**src/rtl/mem_seq_pkg.sv**
```systemverilog
// rtl/mem_seq_pkg.sv - shared encodings for the memory access sequencer
package mem_seq_pkg;

    localparam int WIDTH_DEF      = 12;
    localparam int FIELD_BITS_DEF = 3;

    typedef enum logic [1:0] {
        OP_RD  = 2'b00,
        OP_WR  = 2'b01,
        OP_INC = 2'b10
    } op_e;

    typedef enum logic [1:0] {
        ST_IDLE = 2'b00,
        ST_RD   = 2'b01,
        ST_WR   = 2'b10,
        ST_DONE = 2'b11
    } state_e;

    // Code 11 is reserved and behaves as a plain read
    function automatic op_e decode_op(input logic [1:0] code);
        case (code)
            2'b01:   return OP_WR;
            2'b10:   return OP_INC;
            default: return OP_RD;
        endcase
    endfunction

endpackage

```
**src/rtl/mem_seq_if.sv**
```systemverilog
// rtl/mem_seq_if.sv - requester and RAM-port bundle for mem_seq
interface mem_seq_if
    import mem_seq_pkg::*;
#(
    parameter int NCH        = 2,
    parameter int WIDTH      = WIDTH_DEF,
    parameter int FIELD_BITS = FIELD_BITS_DEF
) ();

    logic [NCH-1:0]            req;
    logic [2*NCH-1:0]          op;
    logic [FIELD_BITS*NCH-1:0] field;
    logic [WIDTH*NCH-1:0]      addr;
    logic [WIDTH*NCH-1:0]      wdata;
    logic [NCH-1:0]            gnt;
    logic                      busy;
    logic                      done;
    logic [NCH-1:0]            done_ch;
    logic [WIDTH-1:0]          rdata;
    logic                      carry;
    logic [FIELD_BITS+WIDTH-1:0] ram_addr;
    logic [WIDTH-1:0]          ram_din;
    logic                      ram_we;
    logic [WIDTH-1:0]          ram_dout;

    modport master (
        output req, op, field, addr, wdata, ram_dout,
        input  gnt, busy, done, done_ch, rdata, carry, ram_addr, ram_din, ram_we
    );

    modport slave (
        input  req, op, field, addr, wdata, ram_dout,
        output gnt, busy, done, done_ch, rdata, carry, ram_addr, ram_din, ram_we
    );

endinterface

```
**src/rtl/mem_arb.sv**
```systemverilog
// rtl/mem_arb.sv - fixed-priority one-hot arbiter, channel 0 wins
module mem_arb #(
    parameter int NCH = 2
) (
    input  logic           en,
    input  logic [NCH-1:0] req,
    output logic [NCH-1:0] gnt
);

    logic taken;

    // Grant the lowest-index active requester while enabled
    always_comb begin
        gnt   = '0;
        taken = 1'b0;
        for (int i = 0; i < NCH; i++) begin
            if (en && req[i] && !taken) begin
                gnt[i] = 1'b1;
                taken  = 1'b1;
            end
        end
    end

endmodule

```
**src/rtl/mem_seq.sv**
```systemverilog
// rtl/mem_seq.sv - arbitrated read/write/increment sequencer for one RAM port
module mem_seq
    import mem_seq_pkg::*;
#(
    parameter int WIDTH      = WIDTH_DEF,
    parameter int FIELD_BITS = FIELD_BITS_DEF,
    parameter int MAX_FIELD  = 7,
    parameter int NCH        = 2,
    parameter int RD_LAT     = 1
) (
    input logic     clk,
    input logic     reset,
    mem_seq_if.slave bus
);

    localparam int CW = (RD_LAT > 1) ? $clog2(RD_LAT) : 1;
    localparam int NF = 1 << FIELD_BITS;

    // One bit per field number: set when that field has memory behind it
    function automatic logic [NF-1:0] field_map();
        logic [NF-1:0] m;
        for (int i = 0; i < NF; i++) m[i] = (i <= MAX_FIELD);
        return m;
    endfunction

    localparam logic [NF-1:0] FIELD_OK = field_map();

    state_e                state;
    op_e                   op_q;
    op_e                   sel_dec;
    logic [NCH-1:0]        own_q;
    logic                  fld_ok_q;
    logic [CW-1:0]         cnt;
    logic [NCH-1:0]        gnt;
    logic [1:0]            sel_op;
    logic [FIELD_BITS-1:0] sel_field;
    logic [WIDTH-1:0]      sel_addr;
    logic [WIDTH-1:0]      sel_wdata;
    logic [WIDTH-1:0]      rd_val;

    mem_arb #(.NCH(NCH)) u_arb (
        .en  (state == ST_IDLE && !reset),
        .req (bus.req),
        .gnt (gnt)
    );

    assign bus.gnt  = gnt;
    assign bus.busy = (state != ST_IDLE);
    assign sel_dec  = decode_op(sel_op);
    // Nonexistent memory reads as zero
    assign rd_val   = fld_ok_q ? bus.ram_dout : '0;

    // Pick the granted channel's request fields (grant is one-hot)
    always_comb begin
        sel_op    = '0;
        sel_field = '0;
        sel_addr  = '0;
        sel_wdata = '0;
        for (int c = 0; c < NCH; c++) begin
            if (gnt[c]) begin
                sel_op    = bus.op[2*c +: 2];
                sel_field = bus.field[FIELD_BITS*c +: FIELD_BITS];
                sel_addr  = bus.addr[WIDTH*c +: WIDTH];
                sel_wdata = bus.wdata[WIDTH*c +: WIDTH];
            end
        end
    end

    // Access FSM with registered RAM controls and completion outputs
    always_ff @(posedge clk) begin
        if (reset) begin
            state        <= ST_IDLE;
            op_q         <= OP_RD;
            own_q        <= '0;
            fld_ok_q     <= 1'b0;
            cnt          <= '0;
            bus.done     <= 1'b0;
            bus.done_ch  <= '0;
            bus.rdata    <= '0;
            bus.carry    <= 1'b0;
            bus.ram_addr <= '0;
            bus.ram_din  <= '0;
            bus.ram_we   <= 1'b0;
        end else begin
            bus.done    <= 1'b0;
            bus.done_ch <= '0;
            case (state)
                ST_IDLE: begin
                    if (|gnt) begin
                        own_q        <= gnt;
                        op_q         <= sel_dec;
                        fld_ok_q     <= FIELD_OK[sel_field];
                        bus.ram_addr <= {sel_field, sel_addr};
                        bus.carry    <= 1'b0;
                        if (sel_dec == OP_WR) begin
                            state       <= ST_WR;
                            bus.ram_we  <= FIELD_OK[sel_field];
                            bus.ram_din <= sel_wdata;
                        end else begin
                            state <= ST_RD;
                            cnt   <= CW'(RD_LAT - 1);
                        end
                    end
                end
                ST_RD: begin
                    if (cnt != '0) begin
                        cnt <= cnt - CW'(1);
                    end else if (op_q == OP_INC) begin
                        state       <= ST_WR;
                        bus.ram_we  <= fld_ok_q;
                        bus.ram_din <= rd_val + WIDTH'(1);
                        bus.carry   <= &rd_val;
                    end else begin
                        state       <= ST_DONE;
                        bus.done    <= 1'b1;
                        bus.done_ch <= own_q;
                        bus.rdata   <= rd_val;
                    end
                end
                ST_WR: begin
                    // ram_din holds wdata for a write or captured+1 for an increment
                    state       <= ST_DONE;
                    bus.ram_we  <= 1'b0;
                    bus.done    <= 1'b1;
                    bus.done_ch <= own_q;
                    bus.rdata   <= bus.ram_din;
                end
                ST_DONE: state <= ST_IDLE;
                default: state <= ST_IDLE;
            endcase
        end
    end

endmodule

```
**src/flat_wrapper.sv**
```systemverilog
// flat-port wrapper written by rule: the top's interface ports become plain ports
module mem_seq_flat import mem_seq_pkg::*;
#(
    parameter int WIDTH      = WIDTH_DEF,
    parameter int FIELD_BITS = FIELD_BITS_DEF,
    parameter int MAX_FIELD  = 7,
    parameter int NCH        = 2,
    parameter int RD_LAT     = 1
)
  (clk, reset, bus_req, bus_op, bus_field, bus_addr, bus_wdata, bus_ram_dout, bus_gnt, bus_busy, bus_done, bus_done_ch, bus_rdata, bus_carry, bus_ram_addr, bus_ram_din, bus_ram_we);
  mem_seq_if #(.NCH(NCH), .WIDTH(WIDTH), .FIELD_BITS(FIELD_BITS)) bus_i ();
  input logic clk;
  input logic reset;
  input wire logic [$bits(bus_i.req)-1:0] bus_req;
  input wire logic [$bits(bus_i.op)-1:0] bus_op;
  input wire logic [$bits(bus_i.field)-1:0] bus_field;
  input wire logic [$bits(bus_i.addr)-1:0] bus_addr;
  input wire logic [$bits(bus_i.wdata)-1:0] bus_wdata;
  input wire logic [$bits(bus_i.ram_dout)-1:0] bus_ram_dout;
  output wire logic [$bits(bus_i.gnt)-1:0] bus_gnt;
  output wire logic [$bits(bus_i.busy)-1:0] bus_busy;
  output wire logic [$bits(bus_i.done)-1:0] bus_done;
  output wire logic [$bits(bus_i.done_ch)-1:0] bus_done_ch;
  output wire logic [$bits(bus_i.rdata)-1:0] bus_rdata;
  output wire logic [$bits(bus_i.carry)-1:0] bus_carry;
  output wire logic [$bits(bus_i.ram_addr)-1:0] bus_ram_addr;
  output wire logic [$bits(bus_i.ram_din)-1:0] bus_ram_din;
  output wire logic [$bits(bus_i.ram_we)-1:0] bus_ram_we;
  assign bus_i.req = bus_req;
  assign bus_i.op = bus_op;
  assign bus_i.field = bus_field;
  assign bus_i.addr = bus_addr;
  assign bus_i.wdata = bus_wdata;
  assign bus_i.ram_dout = bus_ram_dout;
  assign bus_gnt = bus_i.gnt;
  assign bus_busy = bus_i.busy;
  assign bus_done = bus_i.done;
  assign bus_done_ch = bus_i.done_ch;
  assign bus_rdata = bus_i.rdata;
  assign bus_carry = bus_i.carry;
  assign bus_ram_addr = bus_i.ram_addr;
  assign bus_ram_din = bus_i.ram_din;
  assign bus_ram_we = bus_i.ram_we;
  mem_seq #(.WIDTH(WIDTH), .FIELD_BITS(FIELD_BITS), .MAX_FIELD(MAX_FIELD), .NCH(NCH), .RD_LAT(RD_LAT)) u_core (.clk(clk), .reset(reset), .bus(bus_i));
endmodule
```
**config.mk**
```make
export PLATFORM = sky130hd
export DESIGN_NAME = mem_seq_flat
export DESIGN_NICKNAME = d
export VERILOG_FILES = /design/src/rtl/mem_seq_pkg.sv /design/src/rtl/mem_seq_if.sv /design/src/rtl/mem_arb.sv /design/src/rtl/mem_seq.sv /design/src/flat_wrapper.sv
export SDC_FILE = /design/constraint.sdc
export NUM_CORES = 1
export LEC_CHECK = 0
export ABC_CLOCK_PERIOD_IN_PS = 2700
export BUFFER_PORTS_ARGS = -buffer_cell sky130_fd_sc_hd__buf_4
export CAP_MARGIN = 20
export CORE_MARGIN = 2
export CORE_UTILIZATION = 48
export CTS_CLUSTER_SIZE = 30
export DETAILED_ROUTE_END_ITERATION = 8
export PLACE_DENSITY = 0.8
export SLEW_MARGIN = 20
export SYNTH_ARGS = -nofsm -noshare
export SYNTH_HDL_FRONTEND = slang
export SYNTH_SLANG_ARGS = --single-unit
```
**constraint.sdc**
```tcl
create_clock -name clk -period 2.7 [get_ports clk]
set_clock_uncertainty 0.2 [all_clocks]
set_input_delay 0.54 -clock clk [delete_from_list [all_inputs] [get_ports clk]]
set_output_delay 0.54 -clock clk [all_outputs]
set_load 0.05 [all_outputs]
```
==> results.env, run 1 <==
RUN_STATUS='completed'
NFILLCELLS=536
ANTENNA_CELLS=0
FINALHOLDVIOLCOUNT=0
CTS-ROOT-TO-SINK-BUFFERS=2
STANDARD_CELL_WITH_THE_MAXIMUM_STAGE_DELAY_ON_THE_CRITICAL_PATH='dfxtp_1'
RSZ_0062_RAISED_AFTER_GLOBAL_ROUTING='no'
IOS=121
VIAS_PER_CELL=5.53
MAXSLEWHEADROOM=0.628
CORE.ROWCOUNT=28
HTREEDEPTH=2
FIN_TOTAL_PWR_mW=3.91
PATH_CELLS='inv_1 > ha_1 > nor2b_2 > and3_1 > buf_4'
SLEW_VIOL_FINAL=0
WORST_PATH_LARGEST_CELL_DELAY_PS=350
GRT_USAGE=0.257
TIMING.CRITICAL_PATH.TO_TYPE='primary output'
POST-ROUTE-PERIOD-UTIL=0.928
DRTANTENNAVIOLNETS=0
YOSYS_WARNINGS=0
WORST_SETUP_PATH_ENDPOINT='bus_gnt[1]'
WORST_EP_REQUIRED_TIME_PS=1960
DIE_W_UM=81.3
REG_CLK_SLEW_REPORTED_PATHS_PS=100
FIRST_GLOBAL_VIAS=2900
DRT_DRC_VIOLATIONS_LEFT=0
SYNTH-SEQ-CELLS=51
WORSTHOLDSTART='u_core.own_q[0]'
FINAL_PERIOD_MINUS_WORST_SETUP_SLACK_PS=2510
PLACE_WORST_SETUP_SLACK_PS=441
CRITPATHLAUNCHTYPE='flip-flop'
CELL_TAKING_THE_MOST_AREA_AFTER_SYNTHESIS='dfxtp_1'
GRT_MAX_DEGREE=42
SETUP_TOTAL_NEGATIVE_SLACK_PS=0
DRT_PRE_ANTENNA_ITERS=4
NUM-NETS-FINAL=562
POWER_DENSITY_mW_PER_MM2=1010
MAX-CAP-VIOLATIONS=0
DRIVE_ABOVE_1_SHARE=0.322
SYNTHESIS.INSTANCES=378
WIRE_LENGTH_OF_THE_FIRST_GLOBAL_ROUTING_PASS_UM=13300
POST_SYNTH_MAIN_AREA_CONTRIBUTORS='dfxtp_1 (36%), nor2_1 (10%), nand2_1 (7.5%), a211oi_1 (6.6%), o21ai_0 (5.6%)'
NETLIST-CELL-TYPE-COUNT=42
NUMCTSBUFFERS=5
INITIALDRTVIOLATIONCOUNT=188
CTS_RESIZED=0
POWER_LEAKAGE_nW=1.64
WORSTHOLDPATHTYPE='flip-flop to flip-flop'
PATH_MAX_FANOUT=8
VDD.IR_DROP.WORST_uV=804
REG2REG_DEPTH=7
DIEAREA_MM2=0.00660
AREA_GROWTH_PCT=35.0
POST-SYNTH-TOP-AREA-FRACTION=0.356
SYNTHESIS.AREA_PER_INSTANCE_UM2=7.58
MAX_FREQ_MHz=399
TIMING_WORST_SETUP_PATH_TYPE='flip-flop to primary output'
TIMING.CRITICAL_PATH.BUF_INV=2
HPWL_UM=6270
SYNTH_TOP_FLOP_CELL='dfxtp_1'
TIMING.CRITICAL_PATH.ARRIVAL_PS=1770
POST_DRT_WL_PER_CELL_UM=14.9
GLOBALROUTEOVERFLOWTOTAL=0
CP-STARTPOINT='u_core.state[0]'
DIE_Y_UM=81.3
HOLDBUFCOUNTCTS=0
DESIGN.CORE.AREA_MM2=0.00585
CRITICAL_PATH.REG2REG.STARTPOINT='u_core.state[0]'
ROUTED_WIRELENGTH_UM=8330
CP.DEPTH=5
WORST_SKEW_PAIR.LATE_LATENCY_PS=310
NET_COUNT_SYNTH=457
FIN_WS_PS=195
WORST_PIN_SLEW_PS=552
CLOCK_SINKS=51
TRITONCTS='built'
PORTBUFFERS=120
CTS_ROOT_BUFFER='clkbuf_8'
R2R_END='u_core.bus.ram_din[1]'
ANTENNA_FOUND_INITIAL=0
CRITPATHTOPFAMILY='simple AND/OR/NAND/NOR gates'
FIN_WORST_HOLD_SLACK_PS=269
FINALWEIGHTEDCONGESTION=0.969
SYNTH-ASYNC-RESET-RATIO=0
NUMBER_OF_ENABLE_TYPE_REGISTER_CELLS_IN_THE_SYNTHESIZED_NETLIST=0
FINAL_CORE_UTIL=0.661
FINALSETUPVIOLCOUNT=0
SETUP.REG_TO_REG.WORST_SLACK_PS=420
STARTING_DENSITY_OF_THE_CORE=0.490
SYNTH_AREA_MM2=0.00287
VIAS=3091
CTS_POST_SETUP_BUFFERS_INSERTED=0
SYNTH_SEQ_AREA_SHARE=0.356
report_power, final:
group          switching [mW]  leakage [nW]  internal (mW)
combinational            1.57          1.17          0.756
clock                   0.283        0.0502          0.193
sequential              0.134         0.418          0.975
area by class of cell:
type	count	area [µm²]	area share
timing repair buffer	127	953	0.246
multi-input combinational	291	1680	0.433
inverter	7	26.3	0.00679
tap	75	93.8	0.0243
sequential	51	1020	0.264
clock buffer	5	68.8	0.0178
clock inverter	3	28.8	0.00744
registers in the layout, summed over array words and instances (netlist names):
signal,count
u_core.bus.ram_addr,15
u_core.bus.done,1
u_core.state,2
u_core.bus.done_ch,2
u_core.bus.carry,1
u_core.own_q,2
u_core.bus.ram_we,1
u_core.bus.rdata,12
u_core.op_q,2
u_core.bus.ram_din,12
u_core.fld_ok_q,1
through the flow:
stage / instance area [µm²] / instances
after floorplan: 2870 / 378
after global placement: 3770 / 551
after detailed placement: 3770 / 551
after CTS: 3870 / 559
after global routing: 3870 / 559
final: 3870 / 559
cell usage after synthesis, types with 6 or more instances:
| cell | number |
|---|---|
| nor2_1 | 78 |
| a21oi_1 | 6 |
| a211oi_1 | 25 |
| clkbuf_1 | 14 |
| nor3_1 | 13 |
| nand2_1 | 57 |
| buf_2 | 11 |
| nand3_1 | 6 |
| dfxtp_1 | 51 |
| inv_1 | 7 |
| a211oi_2 | 12 |
| o21ai_0 | 32 |
| a22oi_1 | 8 |
| xnor2_1 | 8 |
placed cells by master (no fill, tap or decap), types with 2 or more instances in the layout:
master     synthesis  final
nand2b_1           3      3
a221oi_1           4      4
xor2_1             2      2
nand2_1           57     57
a2bb2oi_1          4      4
nand4_2            2      2
o21ai_0           32     32
clkbuf_8           0      5
a22oi_1            8      8
buf_4              1    127
clkinv_4           0      2
nor2b_1            2      2
nand4_1            3      3
nor3_1            13     13
xnor2_1            8      8
nand3_1            6      6
a21oi_1            6      6
mux2i_1            2      2
nor2_1            78     78
a211oi_2          12     12
a211oi_1          25     25
ha_1               5      5
inv_1              7      7
and2_1             4      4
dfxtp_1           51     51
worst min-delay path by stage:
stage                                 end  slack (ps)  cells past startpoint
CTS                 u_core.bus.done_ch[0]         270                      1
global route        u_core.bus.done_ch[0]         300                      1
global placement    u_core.bus.done_ch[0]         240                      1
detailed placement  u_core.bus.done_ch[0]         250                      1
floorplan           u_core.bus.done_ch[1]         230                      1
finish              u_core.bus.done_ch[0]         270                      1
per-layer routing:
layer | track usage | wire length [µm]
met1 | 0.303 | 3330
met2 | 0.454 | 4040
met3 | 0.0622 | 790
met4 | 0.0847 | 176
met5 | 0 | 0
cell families after synthesis:
| group | after synthesis | share of synthesized area |
|---|---|---|
| AOI/OAI and AO/OA | 97 | 0.252 |
| buffers and inverters | 36 | 0.0585 |
| muxes | 2 | 0.00699 |
| DFF | 51 | 0.356 |
| and+or+nand+nor | 177 | 0.273 |
| xor gates and xnor gates | 10 | 0.0306 |
| adders and majority gates | 5 | 0.0218 |
No activity file was read; power rests on OpenSTA's default activity.
==> run 2: changes to the inputs <==
--- a/config.mk
+++ b/config.mk
@@ -13,7 +13,8 @@
 export CTS_CLUSTER_SIZE = 30
 export DETAILED_ROUTE_END_ITERATION = 8
 export PLACE_DENSITY = 0.8
-export SLEW_MARGIN = 20
+export SETUP_SLACK_MARGIN = 0.3
+export SLEW_MARGIN = 30
 export SYNTH_ARGS = -nofsm -noshare
 export SYNTH_HDL_FRONTEND = slang
 export SYNTH_SLANG_ARGS = --single-unit
==> run 2 against run 1 <==
  * Via count fell by 1.0%
  * Routed wire length is 0.23% higher
  * Worst setup slack better by 140 ps
  * Cell area grew 0.39%
  * Critical path type unchanged
  * Highest routed layer unchanged
==> results.env, run 2 (synthesized netlist as in run 1, its figures left out) <==
AREA_GROWTH_PCT=35.5
SETUP.REG_TO_REG.WORST_SLACK_PS=520
DESIGN.CORE.AREA_MM2=0.00585
PATH_MAX_FANOUT=8
PATH_CELLS='inv_1 > ha_4 > nor2b_2 > and3_1 > buf_4'
HPWL_UM=6270
DIEAREA_MM2=0.00660
CTS_ROOT_BUFFER='clkbuf_8'
POST_DRT_WL_PER_CELL_UM=14.9
WORST_SKEW_PAIR.LATE_LATENCY_PS=310
NFILLCELLS=534
TIMING_WORST_SETUP_PATH_TYPE='flip-flop to primary output'
FINALHOLDVIOLCOUNT=0
GLOBALROUTEOVERFLOWTOTAL=0
CTS_POST_SETUP_BUFFERS_INSERTED=0
CORE.ROWCOUNT=28
GRT_MAX_DEGREE=42
DRIVE_ABOVE_1_SHARE=0.326
WORST_PATH_LARGEST_CELL_DELAY_PS=360
MAX_FREQ_MHz=422
WORST_PIN_SLEW_PS=539
VIAS=3060
ANTENNA_FOUND_INITIAL=0
REG_CLK_SLEW_REPORTED_PATHS_PS=100
DRTANTENNAVIOLNETS=0
INITIALDRTVIOLATIONCOUNT=166
VIAS_PER_CELL=5.47
ANTENNA_CELLS=0
PLACE_WORST_SETUP_SLACK_PS=441
FIN_WS_PS=331
HTREEDEPTH=2
CLOCK_SINKS=51
WORST_EP_REQUIRED_TIME_PS=1960
POST-ROUTE-PERIOD-UTIL=0.877
FIRST_GLOBAL_VIAS=2900
REG.LARGEST.LIST='u_core.bus.ram_addr (15), u_core.bus.ram_din (12), u_core.bus.rdata (12)'
SLEW_VIOL_FINAL=0
FINALSETUPVIOLCOUNT=0
FINAL_PERIOD_MINUS_WORST_SETUP_SLACK_PS=2370
WORSTHOLDPATHTYPE='flip-flop to flip-flop'
STANDARD_CELL_WITH_THE_MAXIMUM_STAGE_DELAY_ON_THE_CRITICAL_PATH='dfxtp_1'
RSZ_0062_RAISED_AFTER_GLOBAL_ROUTING='yes'
SETUP_TOTAL_NEGATIVE_SLACK_PS=0
DRT_PRE_ANTENNA_ITERS=4
WIRE_LENGTH_OF_THE_FIRST_GLOBAL_ROUTING_PASS_UM=13300
ROUTED_WIRELENGTH_UM=8350
MAX-CAP-VIOLATIONS=0
CTS-ROOT-TO-SINK-BUFFERS=2
VDD.IR_DROP.WORST_uV=804
CRITPATHTOPFAMILY='simple AND/OR/NAND/NOR gates'
RUN_STATUS='completed'
DIE_Y_UM=81.3
CRITPATHLAUNCHTYPE='flip-flop'
DIE_W_UM=81.3
LAYOUT.CELLS.MOST_COMMON_LIST='buf_4 (127), nor2_1 (78), nand2_1 (57)'
TIMING.CRITICAL_PATH.BUF_INV=2
NUMCTSBUFFERS=5
DRT_DRC_VIOLATIONS_LEFT=0
MAXSLEWHEADROOM=0.637
POWER_LEAKAGE_nW=1.64
FINALWEIGHTEDCONGESTION=0.969
NUM-NETS-FINAL=562
MOST_FLOP_HEAVY_REGISTER='u_core.bus.ram_addr'
PORTBUFFERS=120
STARTING_DENSITY_OF_THE_CORE=0.490
LARGEST_REG_FLOPS=15
IOS=121
HOLDBUFCOUNTCTS=0
TIMING.CRITICAL_PATH.ARRIVAL_PS=1630
MOSTFREQUENTLAYOUTCELL='buf_4'
TRITONCTS='built'
TIMING.CRITICAL_PATH.TO_TYPE='primary output'
POWER_DENSITY_mW_PER_MM2=1020
GRT_USAGE=0.257
[run 2: cell counts in the layout (fill, tap and decap cells not counted)]
Identical to the previous run, type by type.
[run 2: worst paths after layout]
| path | cells past startpoint | startpoint | end |
|---|---|---|---|
| worst max register to register | 7 | u_core.state[1] | u_core.bus.ram_din[1] |
| worst min register to register | 1 | u_core.own_q[1] | u_core.bus.done_ch[1] |
| worst max-delay path | 5 | u_core.state[0] | bus_gnt[1] |
| worst min-delay path | 1 | u_core.own_q[1] | u_core.bus.done_ch[1] |
[run 2: timing repair]
item,in CTS,in global routing
cloned,0,0
resized for setup,1,2
endpoints found under the setup margin,1,3
[run 2: stage by stage]
stage                     power [mW]  cells   util  hold WS [ps]  cell area, µm²
after floorplan                 2.79    378      -           231            2870
after global placement          3.40    551  0.645           237            3770
after detailed placement        3.44    551  0.645           254            3770
after CTS                       3.92    559  0.662           271            3870
after global routing            4.18    559  0.664           296            3880
final                           3.94    559  0.664           271            3880
[run 2: final cells by class]
type / count / area [µm²] / share of cell area
multi-input combinational: 291 / 1690 / 0.436
sequential: 51 / 1020 / 0.263
timing repair buffer: 127 / 953 / 0.245
tap: 75 / 93.8 / 0.0242
clock buffer: 5 / 68.8 / 0.0177
clock inverter: 3 / 28.8 / 0.00741
inverter: 7 / 26.3 / 0.00677
[run 2: power by group]
part	leakage, nW	internal, mW	switching, mW
logic	1.17	0.780	1.58
registers	0.418	0.975	0.135
clock network	0.0502	0.193	0.283
[run 2: layer usage]
| metal | wire, µm | global-route usage |
|---|---|---|
| met1 | 3380 | 0.303 |
| met2 | 4040 | 0.454 |
| met3 | 753 | 0.0622 |
| met4 | 176 | 0.0847 |
| met5 | 0 | 0 |
